[src/rtl/wb_seq_down_bridge.sv]
// Wishbone width-down bridge: one wide classic access is replayed as one narrow beat per active lane group.
// Optional beat watchdog enabled by defining WB_SEQ_DOWN_BRIDGE_TIMEOUT_EN.
module wb_seq_down_bridge #(
    parameter int AW      = 32,
    parameter int SDW     = 128,
    parameter int MDW     = 32,
    parameter int TIMEOUT = 255
) (
    input  logic               i_clk,
    input  logic               i_rst_n,
    input  logic [AW-1:0]      i_s_wb_adr,
    input  logic [SDW/8-1:0]   i_s_wb_sel,
    input  logic               i_s_wb_we,
    input  logic [SDW-1:0]     i_s_wb_dat,
    output logic [SDW-1:0]     o_s_wb_dat,
    input  logic               i_s_wb_cyc,
    input  logic               i_s_wb_stb,
    output logic               o_s_wb_ack,
    output logic               o_s_wb_err,
    output logic [AW-1:0]      o_m_wb_adr,
    output logic [MDW/8-1:0]   o_m_wb_sel,
    output logic               o_m_wb_we,
    output logic [MDW-1:0]     o_m_wb_dat,
    input  logic [MDW-1:0]     i_m_wb_dat,
    output logic               o_m_wb_cyc,
    output logic               o_m_wb_stb,
    input  logic               i_m_wb_ack,
    input  logic               i_m_wb_err
);
    localparam int SSW  = SDW / 8;
    localparam int MSW  = MDW / 8;
    localparam int NB   = SDW / MDW;
    localparam int LSDW = $clog2(SSW);
    localparam int LMDW = $clog2(MSW);
    localparam int KW   = (NB > 1) ? $clog2(NB) : 1;

    typedef enum logic [1:0] {S_IDLE = 2'd0, S_BEAT = 2'd1, S_RESP = 2'd2} state_e;

    state_e               state_q, state_d;
    logic [AW-LSDW-1:0]   adr_q, adr_d;
    logic [SSW-1:0]       sel_q, sel_d;
    logic                 we_q, we_d;
    logic [SDW-1:0]       dat_q, dat_d;
    logic [KW-1:0]        k_q, k_d;
    logic [SDW-1:0]       rdat_q, rdat_d;
    logic                 err_q, err_d;
    logic                 drop_q, drop_d;
    logic                 drop_nxt_s;
    logic [KW:0]          lane_s;
    logic                 timeout_s;
    logic                 beat_s;
    logic [AW-1:0]        beat_adr_s;
    logic                 unused_s;

    // Returns {found, index} of the lowest lane >= from that has any byte select set.
    function automatic logic [KW:0] find_lane(input logic [SSW-1:0] sel, input int from);
        logic [KW:0] res;
        res = '0;
        for (int j = NB - 1; j >= 0; j--) begin
            if ((j >= from) && (sel[j*MSW +: MSW] != '0)) begin
                res = {1'b1, KW'(j)};
            end
        end
        return res;
    endfunction

`ifdef WB_SEQ_DOWN_BRIDGE_TIMEOUT_EN
    localparam int WDW = $clog2(TIMEOUT + 1);
    logic [WDW-1:0] wd_q, wd_d;

    // Watchdog: counts unterminated beat cycles, fires on the cycle that would reach TIMEOUT.
    always_comb begin
        wd_d      = '0;
        timeout_s = 1'b0;
        if ((state_q == S_BEAT) && !i_m_wb_ack && !i_m_wb_err) begin
            if (wd_q == WDW'(TIMEOUT - 1)) begin
                timeout_s = 1'b1;
            end else begin
                wd_d = wd_q + 1'b1;
            end
        end else begin
            wd_d = '0;
        end
    end

    // Watchdog counter register.
    always_ff @(posedge i_clk or negedge i_rst_n) begin
        if (!i_rst_n) begin
            wd_q <= '0;
        end else begin
            wd_q <= wd_d;
        end
    end
`else
    assign timeout_s = 1'b0;
`endif

    assign unused_s = ^{i_s_wb_adr[LSDW-1:0], 32'(TIMEOUT)};

    // Next-state logic: capture, lane sequencing, read assembly and termination handling.
    always_comb begin
        state_d    = state_q;
        adr_d      = adr_q;
        sel_d      = sel_q;
        we_d       = we_q;
        dat_d      = dat_q;
        k_d        = k_q;
        rdat_d     = rdat_q;
        err_d      = err_q;
        drop_d     = drop_q;
        lane_s     = '0;
        drop_nxt_s = drop_q | ~i_s_wb_cyc;
        case (state_q)
            S_IDLE: begin
                if (i_s_wb_cyc && i_s_wb_stb) begin
                    adr_d  = i_s_wb_adr[AW-1:LSDW];
                    sel_d  = i_s_wb_sel;
                    we_d   = i_s_wb_we;
                    dat_d  = i_s_wb_dat;
                    rdat_d = '0;
                    err_d  = 1'b0;
                    drop_d = 1'b0;
                    lane_s = find_lane(i_s_wb_sel, 0);
                    k_d    = lane_s[KW-1:0];
                    state_d = lane_s[KW] ? S_BEAT : S_RESP;
                end else begin
                    state_d = S_IDLE;
                end
            end
            S_BEAT: begin
                // An error (external or watchdog) wins over a simultaneous ack.
                if (i_m_wb_err || timeout_s) begin
                    err_d   = ~drop_nxt_s;
                    state_d = drop_nxt_s ? S_IDLE : S_RESP;
                end else if (i_m_wb_ack) begin
                    if (!we_q) begin
                        rdat_d[k_q*MDW +: MDW] = i_m_wb_dat;
                    end else begin
                        rdat_d = rdat_q;
                    end
                    lane_s = find_lane(sel_q, int'(k_q) + 1);
                    if (drop_nxt_s) begin
                        state_d = S_IDLE;
                    end else if (lane_s[KW]) begin
                        k_d = lane_s[KW-1:0];
                    end else begin
                        state_d = S_RESP;
                    end
                end else begin
                    drop_d = drop_nxt_s;
                end
            end
            S_RESP: begin
                state_d = S_IDLE;
            end
            default: begin
                state_d = S_IDLE;
            end
        endcase
    end

    // State and captured-request registers.
    always_ff @(posedge i_clk or negedge i_rst_n) begin
        if (!i_rst_n) begin
            state_q <= S_IDLE;
            adr_q   <= '0;
            sel_q   <= '0;
            we_q    <= 1'b0;
            dat_q   <= '0;
            k_q     <= '0;
            rdat_q  <= '0;
            err_q   <= 1'b0;
            drop_q  <= 1'b0;
        end else begin
            state_q <= state_d;
            adr_q   <= adr_d;
            sel_q   <= sel_d;
            we_q    <= we_d;
            dat_q   <= dat_d;
            k_q     <= k_d;
            rdat_q  <= rdat_d;
            err_q   <= err_d;
            drop_q  <= drop_d;
        end
    end

    assign beat_s     = (state_q == S_BEAT);
    assign beat_adr_s = {adr_q, {LSDW{1'b0}}} | (AW'(k_q) << LMDW);

    assign o_m_wb_cyc = beat_s;
    assign o_m_wb_stb = beat_s;
    assign o_m_wb_adr = beat_s ? beat_adr_s : '0;
    assign o_m_wb_sel = beat_s ? sel_q[k_q*MSW +: MSW] : '0;
    assign o_m_wb_dat = beat_s ? dat_q[k_q*MDW +: MDW] : '0;
    assign o_m_wb_we  = beat_s & we_q;
    assign o_s_wb_ack = (state_q == S_RESP) & ~err_q;
    assign o_s_wb_err = (state_q == S_RESP) & err_q;
    assign o_s_wb_dat = rdat_q;
endmodule

[config.mk]
export PLATFORM = sky130hd
export DESIGN_NAME = wb_seq_down_bridge
export DESIGN_NICKNAME = d
export VERILOG_FILES = /design/src/rtl/wb_seq_down_bridge.sv
export SDC_FILE = /design/constraint.sdc
export NUM_CORES = 1
export LEC_CHECK = 0
export BUFFER_PORTS_ARGS = -buffer_cell sky130_fd_sc_hd__buf_2
export CORE_ASPECT_RATIO = 2
export CORE_MARGIN = 5
export CORE_UTILIZATION = 55
export CTS_CLUSTER_SIZE = 28
export DETAILED_ROUTE_END_ITERATION = 10
export HOLD_SLACK_MARGIN = 0.15
export PLACE_DENSITY_LB_ADDON = 0.3
export SETUP_SLACK_MARGIN = 0.4
export SYNTH_ARGS = -nofsm -noshare
export SYNTH_HDL_FRONTEND = slang
export SYNTH_SLANG_ARGS = --single-unit
[constraint.sdc]
create_clock -name i_clk -period 6.5 [get_ports i_clk]
set_input_delay 0 -clock i_clk [delete_from_list [all_inputs] [get_ports i_clk]]
set_output_delay 0 -clock i_clk [all_outputs]
set_load 0.1 [all_outputs]
==> flow_metrics.env, run 1 <==
export IMPL_cts_clk_slew_worst_paths_ps=70
export IMPL_htreeDepth=1
export IMPL_drtIter0Drc=1251
export IMPL_clk_path_buf_depth=3
export IMPL_grt_overflow_total=0
export IMPL_fmax_mhz=266
export IMPL_die_area_um2=27600
export IMPL_fin_util_pct=80.3
export IMPL_yosysWarnings=0
export IMPL_p_leak_uw=0.00991
export IMPL_cp_arrival_ps=4240
export IMPL_path_max_fanout=40
export IMPL_clockRootBuffer="clkbuf_16"
export IMPL_path_class="flop to flop"
export IMPL_fill_cells=1271
export IMPL_slew_viol_final=0
export IMPL_regArea_um2=7680
export IMPL_synth_cells=1420
export IMPL_drt_first_pass_iters=7
export IMPL_slew_headroom_pct=21.0
export IMPL_routed_wl_um=50700
export IMPL_min_period_ps=3750
export IMPL_worst_slack_ps=2750
export IMPL_maxCapViolCount=0
export IMPL_start_util_pct=55.7
export IMPL_yosys_top_cells_area="dfrtp_1 (58%), nand2_1 (20%), mux4_2 (5.9%)"
export IMPL_cts_resized=0
export IMPL_fp_dieW_um=120
export IMPL_p_per_area_nw_per_um2=350
export IMPL_nets=2274
export IMPL_rsz0062_at_grt="false"
export IMPL_end_kind="flop"
export IMPL_cts_sinks=307
export IMPL_skew_ps=8.24
export IMPL_io_pins=416
export IMPL_core_area_um2=23900
export IMPL_min_delay_path_class="input pin to flop"
export IMPL_required_ps=6980
export IMPL_finalHoldViolations=0
export IMPL_cts_buffers=26
export IMPL_fin_crit_sh_pct=57.8
export IMPL_startpoint_type="flop"
export IMPL_drive_above_1_share_pct=25.2
export IMPL_insertion_delay_ps=550
export IMPL_synth_area_leader_cell="dfrtp_1"
export IMPL_grt_pass1_vias=14430
export IMPL_status="finished, final reports clean"
export IMPL_place_hpwl_um=27000
export IMPL_wl_per_cell_um=21.4
export IMPL_via_per_inst=5.72
export IMPL_grt_pass1_wl_um=78700
export IMPL_setup_viol=0
export IMPL_irDropWorstVdd_uv=292
export IMPL_synthesis_area_um2=13300
export IMPL_portBuffers=409
export IMPL_vias=13539
export IMPL_synth_cell_types=42
export IMPL_grt_max_degree=143
export IMPL_drc=0
export IMPL_final_cells=2366
export IMPL_multi_input_comb_area_um2=5220
export IMPL_yosysSeqAreaShare_pct=57.7
export IMPL_fp_dieH_um=230
export IMPL_antenna_found_initial=7
export IMPL_synth_avg_cell_area_um2=9.38
export IMPL_ant_nets=0
export IMPL_worstMarginPinSlew_ps=1180
export IMPL_syn_to_final_growth_pct=44.3
export IMPL_row_count=80
export IMPL_synth_top_area_share_pct=57.7
export IMPL_dp_cells=2038
export IMPL_grt_use_total_pct=36.6
export IMPL_setup_tns_ps=0
export IMPL_gp_congestion=0.856
export IMPL_pre_cts_slack_ps=3590
export IMPL_ys_ff_latch=307
export IMPL_cts_tree="built"
[layout by cell type, fill, tap and decap left out, drive strengths merged, types with 2 or more instances in the layout]
master       Yosys  routed
a21oi            4       4
a22o            32      32
and2            65      65
and3             3       3
buf             44     426
bufinv           0       5
clkbuf          51      35
clkinv           0       6
conb             1       2
dfrtp          307     307
diode            0       7
dlygate4sd3      0     273
ha               6       6
inv              3       3
mux4            36      36
nand2          720     720
nand2b           3       3
nand3b           2       2
nor2            10      10
nor2b            5       5
nor3             2       2
nor4             5       5
o21ai          105     105
or4              2       2
[path summary, 6_finish.rpt]
check | startpoint | to | slack (ps) | cells past startpoint
worst max-delay path | k_q[1] | state_q[1] | 2750 | 8
worst min-delay path | i_s_wb_dat[62] | dat_q[62] | 190 | 4
worst max register to register | k_q[1] | state_q[1] | 2750 | 8
worst min register to register | adr_q[4] | adr_q[4] | 470 | 2
max in group asynchronous | i_rst_n | dat_q[108] | 4990 | 4
min in group asynchronous | i_rst_n | o_s_wb_dat[29] | 670 | 4
[synthesized netlist by cell type]
cell	count
nand2_1	720
dfrtp_1	307
o21ai_0	74
and2_1	65
clkbuf_1	51
mux4_2	35
a22o_1	32
o21ai_1	28
buf_2	21
buf_4	17
nor2_1	9
buf_1	6
ha_1	6
nor2b_1	5
nor4_1	5
a21oi_1	3
and3_1	3
nand2b_1	3
o21ai_2	3
inv_1	2
nand3b_1	2
nor3_1	2
or4_1	2
a21boi_0	1
a21o_4	1
a21oi_2	1
and3b_1	1
and4b_1	1
conb_1	1
inv_2	1
mux2_4	1
mux2i_1	1
mux4_1	1
nand3_1	1
nor2_4	1
nor3b_1	1
nor4b_4	1
o22ai_1	1
o2bb2ai_1	1
o32a_1	1
o41a_1	1
or3_1	1
[power breakdown]
| group | switching [uW] | internal, uW |
|---|---|---|
| Combinational | 1650 | 737 |
| Sequential | 302 | 2260 |
| Clock | 736 | 1040 |
[what timing repair did]
item | CTS | global route
hold endpoints to repair | 400 | 0
hold buffers | 274 | 0
setup buffers | 0 | 0
[worst max-delay path: stages (launching register included)]
cell and delay, ps:
dfrtp_2 1090, inv_1 280, ha_1 350, o41a_1 190, nor4b_4 380, o21ai_0 110, dlygate4sd3_1 590, a21oi_1 140
dlygate4sd3_1 550
[registers in the layout, indices dropped and copies added (netlist names)]
name        cells
sel_q          16
state_q         2
we_q            1
adr_q          28
dat_q         128
err_q           1
k_q             2
o_s_wb_dat    128
drop_q          1
[area by class of cell]
class                   instances  area share [%]
repair buffers                699            25.8
inverters                       3          0.0586
multi-input cells            1016            27.2
clock inverters                12           0.997
well taps                     287            1.87
diodes                          7          0.0912
flip-flops and latches        307            40.0
clock buffers                  35            4.04
[stage by stage]
step / power [uW] / area, um2 / hold slack [ps]
floorplan: 4170 / 13300 / -296
global placement: 4600 / 15500 / 60.2
detailed placement: 4660 / 15500 / 57.8
CTS: 6560 / 19200 / 154
global route: 6970 / 19200 / 187
finish: 6720 / 19200 / 186
[metal layers]
metal  global-route usage [%]  part of all wire (%)  vias up
li1                         -                     -     5814
met1                     39.7                    32     6399
met2                     62.2                    51     1015
met3                     8.56                   9.0      309
met4                     25.6                   7.9        2
met5                        0                 0.026        -
[cells by family after synthesis]
kind of cell / Yosys count / share of synthesized area, %
mux: 38 / 6.31
simple gates: 823 / 25.2
flops: 307 / 57.7
fa+ha+maj: 6 / 0.564
buf+inv: 98 / 3.44
compound gates: 147 / 6.76
other cells: 1 / 0.0282
Note: power is estimated with default switching activity, not from simulation.
==> run 2, diff against run 1 <==
--- a/config.mk
+++ b/config.mk
@@ -8,7 +8,7 @@
 export BUFFER_PORTS_ARGS = -buffer_cell sky130_fd_sc_hd__buf_2
 export CORE_ASPECT_RATIO = 2
 export CORE_MARGIN = 5
-export CORE_UTILIZATION = 55
+export CORE_UTILIZATION = 46
 export CTS_CLUSTER_SIZE = 28
 export DETAILED_ROUTE_END_ITERATION = 10
 export HOLD_SLACK_MARGIN = 0.15
==> constraint.sdc (replaced) <==
create_clock -name i_clk -period 3.1 [get_ports i_clk]
set_input_delay 0 -clock i_clk [delete_from_list [all_inputs] [get_ports i_clk]]
set_output_delay 0 -clock i_clk [all_outputs]
set_load 0.1 [all_outputs]
==> flow_metrics.env, run 2 (synthesis gave the netlist of run 1 again) <==
export IMPL_clockRootBuffer="clkbuf_16"
export IMPL_slew_headroom_pct=25.5
export IMPL_ant_nets=0
export IMPL_cts_tree="built"
export IMPL_grt_max_degree=119
export IMPL_internal_power_uw=8840
export IMPL_p_per_area_nw_per_um2=710
export IMPL_grt_use_total_pct=31.9
export IMPL_power_switching_uw=5730
export IMPL_p_seq_share_pct=36.5
export IMPL_crit_slowest_cell="buf_2"
export IMPL_layout_common_cells="nand2_1 (720), buf_2 (391), dlygate4sd3_1 (367), dfrtp_1 (305), o21ai_0 (74)"
export IMPL_drt_first_pass_iters=5
export IMPL_cts_buffers=28
export IMPL_grtUsageMet3_pct=6.47
export IMPL_cts_clk_slew_worst_paths_ps=60
export IMPL_setup_viol=0
export IMPL_dpl_instance_area_um2=15700
export IMPL_worst_slack_ps=478
export IMPL_crit_chain="nand2b_1 -> buf_4 -> inv_4 -> buf_4 -> and2_1 -> buf_2"
export IMPL_cp_arrival_ps=2620
export IMPL_met2_usage_pct=55.8
export IMPL_gp_congestion=0.853
export IMPL_drive_above_1_share_pct=24.7
export IMPL_grt_overflow_total=0
export IMPL_fill_cells=1860
export IMPL_status="finished, final reports clean"
export IMPL_end_kind="output port"
export IMPL_fp_dieW_um=130
export IMPL_startpoint_type="flop"
export IMPL_rsz0062_at_grt="true"
export IMPL_antenna_found_initial=9
export IMPL_maxCapViolCount=0
export IMPL_cpPeakStageDelay_ps=460
export IMPL_finalHoldViolations=0
export IMPL_fin_crit_sh_pct=84.6
export IMPL_path_max_fanout=26
export IMPL_die_area_um2=32700
export IMPL_irDropWorstVdd_uv=620
export IMPL_worstMarginPinSlew_ps=1120
export IMPL_routed_wl_um=52500
export IMPL_min_period_ps=2620
export IMPL_power_frac_comb_pct=35.9
export IMPL_skew_ps=16.6
export IMPL_htreeDepth=1
export IMPL_slew_viol_final=0
export IMPL_min_delay_path_class="input pin to asynchronous set/reset pin"
export IMPL_drtIter0Drc=1078
export IMPL_fp_dieH_um=251
export IMPL_io_pins=416
export IMPL_place_hpwl_um=28500
export IMPL_grt_pass1_wl_um=81100
export IMPL_grt_pass1_vias=15082
export IMPL_core_area_um2=28700
export IMPL_drc=0
export IMPL_nets=2384
export IMPL_grt_met1_usage_pct=33.3
export IMPL_row_count=88
export IMPL_p_clk_share_pct=27.6
export IMPL_multi_input_comb_area_um2=5220
export IMPL_portBuffers=409
export IMPL_pre_cts_slack_ps=715
export IMPL_vias=13803
export IMPL_top_usage_layer="met2"
export IMPL_via_per_inst=5.40
export IMPL_crit_path_frequent_cell="buf_4"
export IMPL_regArea_um2=7690
export IMPL_wl_per_cell_um=20.5
export IMPL_setup_tns_ps=0
export IMPL_start_util_pct=46.3
export IMPL_cts_sinks=307
export IMPL_switching_share_pct=39.3
export IMPL_path_class="flop to output port"
export IMPL_p_leak_uw=0.0102
export IMPL_syn_to_final_growth_pct=54.2
export IMPL_insertion_delay_ps=560
export IMPL_fmax_mhz=381
export IMPL_p_total_uw=14600
export IMPL_required_ps=3100
export IMPL_layout_commonest_cell="nand2_1"
export IMPL_clk_path_buf_depth=3
export IMPL_design_area_um2=20500
==> run 2: cell count changes in the layout (fill, tap and decap cells not counted), sizes merged <==
cell / before / now
bufinv: 5 / 7
buf: 426 / 423
clkbuf: 35 / 52
diode: 7 / 10
clkinv: 6 / 8
inv: 3 / 4
dlygate4sd3: 273 / 367
==> run 2: layer usage <==
layer  vias to the layer above  part of all wire, %
li1                       6044                    -
met1                      6587                   32
met2                       865                   52
met3                       307                  7.5
met4                         0                  8.3
met5                         -                    0
==> run 2: cell type report <==
| type | instances | share of cell area, % |
|---|---|---|
| Antenna cell | 10 | 0.122 |
| Clock buffer | 35 | 3.84 |
| Clock inverter | 17 | 1.33 |
| Inverter | 3 | 0.0670 |
| Multi-Input combinational cell | 1016 | 25.4 |
| Sequential cell | 307 | 37.5 |
| Tap cell | 360 | 2.19 |
| Timing Repair Buffer | 807 | 29.6 |
==> run 2: per-stage QoR <==
step | hold WS (ps) | util (%) | instances
2_1_floorplan | -296 | - | 1421
3_3_place_gp | 150 | 54.5 | 2120
3_5_place_dp | 149 | 54.5 | 2120
4_1_cts | 155 | 71.0 | 2539
5_1_grt | 202 | 71.4 | 2553
6_report | 132 | 71.4 | 2555
==> run 2: critical path: cells and delay by family (launching register included) <==
family	cells	cell delay, ps
flip-flops	1	440
buffers and inverters	4	1270
AND/OR/NAND/NOR	2	340
==> run 2: final timing paths <==
path                                 from         endpoint  slack (ps)  cells after the start
max in group asynchronous         i_rst_n  o_s_wb_dat[115]        2080                      3
hold reg to reg                  adr_q[3]         adr_q[3]         470                      2
setup / recovery               state_q[1]    o_m_wb_adr[7]         480                      6
setup reg to reg                   k_q[1]       state_q[1]         550                      7
hold / removal                    i_rst_n  o_s_wb_dat[106]         130                      2
min in group i_clk         i_s_wb_dat[40]        dat_q[40]         200                      4
==> run 2: power groups by stage <==
| stage | clock network [uW] | logic, uW | registers [uW] |
|---|---|---|---|
| floorplan | 0 | 3100 | 5640 |
| global placement | 0 | 4480 | 5250 |
| detailed placement | 0 | 4550 | 5300 |
| CTS | 4040 | 4940 | 5230 |
| global route | 4220 | 5530 | 5390 |
| finish | 4020 | 5230 | 5330 |
==> run 2: timing repair <==
action | CTS | global route
setup buffers | 0 | 6
gates resized for setup | 2 | 18
hold endpoints to repair | 461 | 0
endpoints found under the setup margin | 54 | 23
hold buffers | 367 | 0
